===== src/rtl/mdu_pkg.sv =====
// Shared definitions for the execute-stage multiply/divide unit.
package mdu_pkg;

  // MDU op encodings as presented on op_i; codes 7 and above act as NOP.
  localparam logic [2:0] OpNop   = 3'd0;
  localparam logic [2:0] OpMult  = 3'd1;
  localparam logic [2:0] OpMultu = 3'd2;
  localparam logic [2:0] OpDiv   = 3'd3;
  localparam logic [2:0] OpDivu  = 3'd4;
  localparam logic [2:0] OpMthi  = 3'd5;
  localparam logic [2:0] OpMtlo  = 3'd6;

  localparam int unsigned DivStepsDefault = 32;

  typedef enum logic [1:0] {
    StIdle = 2'd0,
    StBusy = 2'd1,
    StDone = 2'd2
  } mdu_state_e;

  // Two's-complement magnitude; the most negative value maps to 2^(W-1) unsigned.
  function automatic logic [31:0] abs32(input logic [31:0] v, input logic is_signed);
    return (is_signed && v[31]) ? (~v + 32'd1) : v;
  endfunction

endpackage


===== src/rtl/div_iter.sv =====
// Unsigned restoring divider producing one quotient bit per cycle.
module div_iter #(
  parameter int unsigned Width = 32,
  parameter int unsigned Steps = 32
) (
  input  logic             clk,
  input  logic             rst,
  input  logic             start_i,
  input  logic             abort_i,
  input  logic [Width-1:0] dividend_i,
  input  logic [Width-1:0] divisor_i,
  output logic [Width-1:0] quotient_o,
  output logic [Width-1:0] remainder_o,
  output logic             done_o
);

  localparam int unsigned CntW = $clog2(Steps + 1);

  logic [Width-1:0] rem_q, rem_d;
  logic [Width-1:0] quot_q, quot_d;
  logic [Width-1:0] dvsr_q, dvsr_d;
  logic [CntW-1:0]  cnt_q, cnt_d;
  logic             run_q, run_d;

  logic [Width:0]   rem_sh;
  logic [Width:0]   trial;
  logic [Width-1:0] rem_step;
  logic [Width-1:0] quot_step;

  // One shift-subtract step; outputs expose the post-step values so the
  // caller can capture the final result on the same edge the last step ends.
  always_comb begin
    rem_sh    = {rem_q, quot_q[Width-1]};
    trial     = rem_sh - {1'b0, dvsr_q};
    rem_step  = trial[Width] ? rem_sh[Width-1:0] : trial[Width-1:0];
    quot_step = {quot_q[Width-2:0], ~trial[Width]};
  end

  assign quotient_o  = quot_step;
  assign remainder_o = rem_step;
  assign done_o      = run_q && (cnt_q == CntW'(1));

  // Next-state for the divider datapath and step counter.
  always_comb begin
    rem_d  = rem_q;
    quot_d = quot_q;
    dvsr_d = dvsr_q;
    cnt_d  = cnt_q;
    run_d  = run_q;
    if (abort_i) begin
      run_d = 1'b0;
      cnt_d = '0;
    end else if (start_i) begin
      rem_d  = '0;
      quot_d = dividend_i;
      dvsr_d = divisor_i;
      cnt_d  = CntW'(Steps);
      run_d  = 1'b1;
    end else if (run_q) begin
      rem_d  = rem_step;
      quot_d = quot_step;
      cnt_d  = cnt_q - CntW'(1);
      run_d  = (cnt_q != CntW'(1));
    end
  end

  // Divider state registers with synchronous reset.
  always_ff @(posedge clk) begin
    if (rst) begin
      rem_q  <= '0;
      quot_q <= '0;
      dvsr_q <= '0;
      cnt_q  <= '0;
      run_q  <= 1'b0;
    end else begin
      rem_q  <= rem_d;
      quot_q <= quot_d;
      dvsr_q <= dvsr_d;
      cnt_q  <= cnt_d;
      run_q  <= run_d;
    end
  end

endmodule


===== src/rtl/mdu_hilo.sv =====
// Execute-stage multiply/divide unit holding the HI/LO registers.
module mdu_hilo
  import mdu_pkg::*;
#(
  parameter int unsigned WIDTH     = 32,
  parameter int unsigned DIV_STEPS = DivStepsDefault
) (
  input  logic             clk,
  input  logic             rst,
  input  logic             flush_i,
  input  logic [2:0]       op_i,
  input  logic [WIDTH-1:0] a_i,
  input  logic [WIDTH-1:0] b_i,
  output logic             stall_o,
  output logic             busy_o,
  output logic [WIDTH-1:0] hi_o,
  output logic [WIDTH-1:0] lo_o
);

  mdu_state_e       state_q, state_d;
  logic [WIDTH-1:0] hi_q, hi_d;
  logic [WIDTH-1:0] lo_q, lo_d;
  logic             neg_quot_q, neg_quot_d;
  logic             neg_rem_q, neg_rem_d;

  logic               is_div, is_signed_div, accept_div, abort_div;
  logic               mul_signed;
  logic [2*WIDTH-1:0] a_ext, b_ext, product;
  logic [WIDTH-1:0]   a_mag, b_mag;
  logic [WIDTH-1:0]   quot_raw, rem_raw;
  logic               div_done;

  // Operand conditioning and multiply; sign-extending both operands to 2W
  // bits makes a single truncated multiply serve MULT and MULTU.
  always_comb begin
    is_div        = (op_i == OpDiv) || (op_i == OpDivu);
    is_signed_div = (op_i == OpDiv);
    accept_div    = (state_q == StIdle) && is_div && (b_i != '0) && !flush_i;
    abort_div     = (state_q == StBusy) && flush_i;
    mul_signed    = (op_i == OpMult);
    a_ext         = {{WIDTH{mul_signed & a_i[WIDTH-1]}}, a_i};
    b_ext         = {{WIDTH{mul_signed & b_i[WIDTH-1]}}, b_i};
    product       = a_ext * b_ext;
    a_mag         = abs32(a_i, is_signed_div);
    b_mag         = abs32(b_i, is_signed_div);
  end

  div_iter #(
    .Width(WIDTH),
    .Steps(DIV_STEPS)
  ) u_div_iter (
    .clk        (clk),
    .rst        (rst),
    .start_i    (accept_div),
    .abort_i    (abort_div),
    .dividend_i (a_mag),
    .divisor_i  (b_mag),
    .quotient_o (quot_raw),
    .remainder_o(rem_raw),
    .done_o     (div_done)
  );

  // Next-state, HI/LO write selection and stall generation.
  always_comb begin
    state_d    = state_q;
    hi_d       = hi_q;
    lo_d       = lo_q;
    neg_quot_d = neg_quot_q;
    neg_rem_d  = neg_rem_q;
    unique case (state_q)
      StIdle: begin
        if (!flush_i) begin
          if (op_i == OpMult || op_i == OpMultu) begin
            hi_d = product[2*WIDTH-1:WIDTH];
            lo_d = product[WIDTH-1:0];
          end else if (op_i == OpMthi) begin
            hi_d = a_i;
          end else if (op_i == OpMtlo) begin
            lo_d = a_i;
          end
        end
        if (accept_div) begin
          state_d    = StBusy;
          neg_quot_d = is_signed_div && (a_i[WIDTH-1] ^ b_i[WIDTH-1]);
          neg_rem_d  = is_signed_div && a_i[WIDTH-1];
        end
      end
      StBusy: begin
        if (flush_i) begin
          state_d = StIdle;
        end else if (div_done) begin
          state_d = StDone;
          lo_d    = neg_quot_q ? (~quot_raw + 1'b1) : quot_raw;
          hi_d    = neg_rem_q ? (~rem_raw + 1'b1) : rem_raw;
        end
      end
      StDone: state_d = StIdle;
      default: state_d = StIdle;
    endcase
    stall_o = !rst && (accept_div || ((state_q == StBusy) && !flush_i));
  end

  assign busy_o = (state_q == StBusy);
  assign hi_o   = hi_q;
  assign lo_o   = lo_q;

  // Architectural and control state with synchronous reset.
  always_ff @(posedge clk) begin
    if (rst) begin
      state_q    <= StIdle;
      hi_q       <= '0;
      lo_q       <= '0;
      neg_quot_q <= 1'b0;
      neg_rem_q  <= 1'b0;
    end else begin
      state_q    <= state_d;
      hi_q       <= hi_d;
      lo_q       <= lo_d;
      neg_quot_q <= neg_quot_d;
      neg_rem_q  <= neg_rem_d;
    end
  end

endmodule


===== config.mk =====
export PLATFORM = sky130hd
export DESIGN_NAME = mdu_hilo
export DESIGN_NICKNAME = d
export VERILOG_FILES = /design/src/rtl/mdu_pkg.sv /design/src/rtl/div_iter.sv /design/src/rtl/mdu_hilo.sv
export SDC_FILE = /design/constraint.sdc
export NUM_CORES = 2
export LEC_CHECK = 0
export BUFFER_PORTS_ARGS = -buffer_cell sky130_fd_sc_hd__buf_2
export CAP_MARGIN = 20
export CORE_UTILIZATION = 70
export DETAILED_ROUTE_END_ITERATION = 10
export PLACE_DENSITY = 0.88
export SLEW_MARGIN = 20
export SYNTH_ARGS = -nofsm -noshare
export SYNTH_HDL_FRONTEND = slang
export SYNTH_SLANG_ARGS = --single-unit

===== constraint.sdc =====
create_clock -name clk -period 20.4 [get_ports clk]
set_input_delay 1.02 -clock clk [delete_from_list [all_inputs] [get_ports clk]]
set_output_delay 1.02 -clock clk [all_outputs]
set_load 0.02 [all_outputs]

# [Word level (Yosys, flattened, before mapping)]
# Cells that the tools add are included.
[classes] n_reduce_logical=27 bitwise_logic=9 mux=30 multipliers=1 add_sub_neg=6 eq_ne=17
[op_table] cell="two-way mux 32 bit" n=20
[op_table] cell="adder 32 x 1 -> 32 bit, second input constant" n=4
[op_table] cell="inverter 32 bit" n=4
[op_table] cell="case mux 32 bit (2 select lines)" n=2
[op_table] cell="multiplier 33 x 33 -> 64 bit" n=1
[op_table] cell="subtractor 33 x 32 -> 33 bit" n=1
[op_table] cell="nonzero test 32 bit" n=1
[op_table] cell="two-way mux 6 bit" n=2
[op_table] cell="logical AND 1 bit" n=10
[op_table] cell="== test 3 bit, second input constant" n=3
[op_table] cell="AND reduction 2 bit" n=4
[op_table] cell="== test 3 x 2 -> 1 bit, second input constant" n=2
[op_table] cell="== test 6 x 1 -> 1 bit, second input constant" n=1
[op_table] cell="two-way mux 2 bit" n=3
[op_table] cell="!= test 2 bit, second input constant" n=3
[op_table] cell="!= test 3 x 1 -> 1 bit, second input constant" n=2
[op_table] cell="!= test 6 x 1 -> 1 bit, second input constant" n=1
[op_table] cell="AND reduction 6 bit" n=1
[op_table] cell="subtractor 6 x 1 -> 6 bit, second input constant" n=1
[op_table] cell="AND reduction 5 bit" n=1
[op_table] cell="case mux 2 bit (2 select lines)" n=1
[op_table] cell="nonzero test 2 bit" n=2
[op_table] cell="== test 3 x 1 -> 1 bit, second input constant" n=1
[op_table] cell="logical OR 1 bit" n=3
[op_table] cell="other kinds (12)" n=16
[word_totals] register_bits=171 elab_cells=101 in_bits=70

# [Depth between registers and ports, before layout]
[depth] word_depth=8 mapped_depth=33 mapped_depth_nobuf=30

# [By module]
# From an unflattened synthesis, not the netlist that was laid out.
[hier_totals] hier_cells=5900 hier_area_um2=50504.7
[by_module_without_submodules] mod="mdu_hilo" instances=1 cells_per_inst=5110 seq_area_each_um2=1361.3 area_per_inst_um2=43982.2
[by_module_without_submodules] mod="div_iter" instances=1 cells_per_inst=790 seq_area_each_um2=2062.0 area_per_inst_um2=6522.5

# [Worst setup path before layout]
# No wires, ideal clock.
[synth_path] kind="input-to-reg" start="input port op_i[2]" end="register hi_q[28] (netlist: hi_o[28])" arrival_ns=8.842 slack_ns=11.440 required_time_ns=20.283 path_buffers=2 path_stages=28 cell_sequence="nor3b_1 clkbuf_1 and2_1 clkbuf_1 nand2_1 inv_1 fa_1 fa_1 fa_1 fa_1 inv_1 fa_1 inv_1 fa_1 inv_1 fa_1 fa_1 inv_1 ha_1 a21o_1 nor2b_1 a221oi_1 nor2_1 o21a_1 a311oi_1 xor2_1 o211ai_1 a32o_1"
[synth_via] elab_chain_cells=6 elab_cells_between_ends=12 classes_between="mul: 1; eq/ne: 4; mux: 3; bitwise: 2; reduce/logical: 2"
[synth_rtl] element="start, declared" line="mdu_hilo.sv:11" source="input logic [2:0] op_i,"
[synth_rtl] element="== test 3 x 1 -> 1 bit" line="mdu_hilo.sv:40, mdu_hilo.sv:73"
[synth_rtl] element="bitwise AND 1 bit, on equally long branches" line="mdu_hilo.sv:41, mdu_hilo.sv:42"
[synth_rtl] element="multiplier 33 x 33 -> 64 bit" line="mdu_hilo.sv:43" source="product = a_ext * b_ext;"
[synth_rtl] element="two-way mux 32 bit" line="mdu_hilo.sv:73" source="if (op_i == OpMult || op_i == OpMultu) begin"
[synth_rtl] element="two-way mux 32 bit" line="mdu_hilo.sv:72" source="if (!flush_i) begin"
[synth_rtl] element="case mux 32 bit (2 select lines)" line="mdu_hilo.sv:70" source="unique case (state_q)"
[synth_rtl] element="end signal, assigned" line="mdu_hilo.sv:117" source="hi_q <= hi_d;"
[synth_rtl] element="end, declared" line="mdu_hilo.sv:21" source="logic [WIDTH-1:0] hi_q, hi_d;"
# Parallel ways exist; a longest one is shown, timed or not. The select of a mux whose other input is x is not followed.
# A chain may end at the register's enable or synchronous reset.

# [Worst setup path in the final report]
[layout_path] start="input port op_i[2]" end="register hi_q[17] (netlist: hi_o[17])"
# The elaborated chain is that of the path after synthesis.

==> qor.yml <==
status:
  outcome: "finished clean"
die:
  die_area_um2: 73300
  die_x_um: 271
  design.core.area_um2: 71500
  row_count: 98
  initial_utilization_pct: 70.7
  io_pins: 136
  dieHeight_um: 271
synth:
  synth_edf_count: 0
  synth_top_area_share_pct: 44.6
  avgSynthCellArea_um2: 8.49
  yosys_warnings: 0
  synth.most_common_cell: "inv_1"
  ys.flop_type: "dfxtp_1"
  synth_area_leaders: "fa_1 (45%), inv_1 (9.0%), nand2_1 (7.2%), dfxtp_1 (6.8%), ha_1 (6.2%)"
  yosysTopAreaCell: "fa_1"
  synth_common_cells: "inv_1 (1212), fa_1 (1126), nand2_1 (967), clkbuf_1 (317), and2_1 (291)"
  synth_area_um2: 50500
  synth_seq_area_share_pct: 6.77
  synth_fp_nets: 7398
  synth_cell_types: 82
  synth_cells: 5951
  synth_seq_cells: 171
  ys_async_sr_fraction_pct: 0
cts:
  cts_inserted_buffers: 17
  clk_pin_slew_ps: 80
  cts_tree: "built"
  ctsLongestPathBuffers: 2
  cts_setup_buffers: 0
  clkSinkCount: 171
  clk_latency_ps: 440
  holdBufCountCts: 0
  cts_max_level: 4
  cts_resized: 0
  root_buffer: "clkbuf_16"
timing:
  tightest_slew_ps: 1150
  finalSetupViolations: 0
  period_minus_slack_ps: 9880
  hold_viol: 0
  tns_ps: 0
  min_period_over_period_pct: 48.4
  fmax_mhz: 101
  slew-limit-headroom_pct: 23.2
  finalWorstSetupSlack_ps: 10520
  rsz0062_at_grt: "no"
  skew_ps: 14.7
  slew_viol_final: 0
layout:
  fillers: 5165
  final_core_utilization_pct: 72.9
  syn_to_final_growth_pct: 3.08
  seqCellArea_um2: 3420
  multi_input_area_um2: 41100
  final_layout_size_suffix_gt1_share_pct: 5.22
  fin_nets: 7235
worst_setup_path:
  crit_required_ps: 20770
  worstRegToRegCells: 21
  start_kind: "input pin"
  crit_fanout: 22
  rrSetupSlack_ps: 14300
  r2r-start: "u_div_iter.quot_q[31]"
  arrival_ps: 10250
  path_class: "in2reg"
  cp-end-kind: "flip-flop"
  cp-startpoint: "op_i[2]"
placement:
  port_buffers: 135
  hpwl_um: 116000
  gp_congestion: 1.03
  place_ws_ps: 10310
routing:
  wl_per_cell_um: 22.9
  drt_iter0_drc: 4921
  dr.pass1.iters: 7
  wirelength_um: 155000
  wl_met1_um: 54100
  drt.antenna.violating_nets: 0
  drc_errors: 0
  wl_met2_um: 69500
  vias: 43000
  routed-wl-met3_um: 20600
  routed.top_layer: "met5"
  vias_per_cell: 6.36
global_routing:
  grt_pass1_vias: 45700
  grt_pass1_wl_um: 246000
  antenna_found_initial: 8
  overflow: 0
  grt_max_degree: 94
  grtUsageTotal_pct: 43.4
job:
  cap_violations: 0
worst_hold_path:
  hold_path_class: "reg2reg"
  holdPathStages: 2
  min-delay-start: "lo_o[17]"
[cell usage in the layout, fill, tap and decap left out, types with 11 or more instances in the layout]
master,count
inv_1,1212
fa_1,1125
nand2_1,967
and2_1,291
ha_1,251
nor2_1,224
a21oi_1,222
dfxtp_1,171
buf_2,134
o21ai_0,128
xnor2_1,117
xor2_1,82
buf_4,73
o211ai_1,71
nor3_1,70
a211oi_1,66
nand3_1,65
a21o_1,40
o31ai_1,28
and3_1,27
mux2i_1,24
nor4_1,24
a31oi_1,23
nand4_1,21
or3_1,20
o41ai_1,20
clkbuf_16,17
nand2b_1,16
or2_2,15
a311oi_1,15
or4_1,14
o221a_2,14
a22oi_1,14
nor2b_1,13
o22ai_1,13
a21boi_0,11
o21bai_1,11
[metrics by stage]
step	area, µm²	hold slack [ps]	cells
finish	52100	456	6759
global route	52100	468	6751
CTS	52100	456	6751
detailed placement	51500	445	6719
global placement	51500	439	6719
floorplan	50500	432	5951
[worst max-delay path, cell delays in order]
cell	delay, ps
buf_2	140
nor3b_2	180
buf_4	350
and2_1	560
nand2_1	170
inv_1	180
fa_1	500
fa_1	630
fa_2	500
inv_1	430
fa_1	540
fa_1	490
fa_1	560
fa_1	420
fa_1	480
inv_1	40
ha_1	390
nand3_1	120
nor2_1	110
nand3_1	120
o221a_2	300
a2bb2oi_1	180
a21boi_0	280
o21ai_0	150
and3b_1	220
o311ai_0	770
o21ai_0	210
a21oi_1	190
[routing by layer]
layer  up-vias  GRT usage [%]
li1      17900              -
met1     21100           55.1
met2      3210           67.4
met3       760           11.3
met4         8           25.8
met5         -              0
[registers in the layout, indices dropped and copies added (netlist names)]
name / flops
hi_o: 32
lo_o: 32
neg_quot_q: 1
neg_rem_q: 1
state_q: 2
u_div_iter.cnt_q: 6
u_div_iter.dvsr_q: 32
u_div_iter.quot_q: 32
u_div_iter.rem_q: 32
u_div_iter.run_q: 1
[final cells by class]
type | instances | share of cell area (%)
Sequential cell | 171 | 6.57
Antenna cell | 8 | 0.0384
Timing Repair Buffer | 207 | 2.34
Inverter | 1214 | 8.75
Tap cell | 950 | 2.28
Clock inverter | 14 | 0.247
Clock buffer | 18 | 0.843
Multi-Input combinational cell | 4177 | 78.9
[worst paths after layout]
| path | endpoint |
|---|---|
| min | lo_o[17] |
| max | hi_o[17] |
| min reg2reg | lo_o[17] |
| max reg2reg | hi_o[16] |
[cells by family after synthesis]
kind of cell | count (synthesis) | share of synthesized area [%]
compound gates | 765 | 10.1
xor+xnor | 199 | 3.45
mux | 32 | 0.654
flops | 171 | 6.77
fa+ha+maj | 1377 | 50.8
buf+inv | 1603 | 12.0
simple gates | 1804 | 16.3
Power is not shown: default switching activity piles up to over one toggle a cycle in this logic, so the estimate is an artifact.
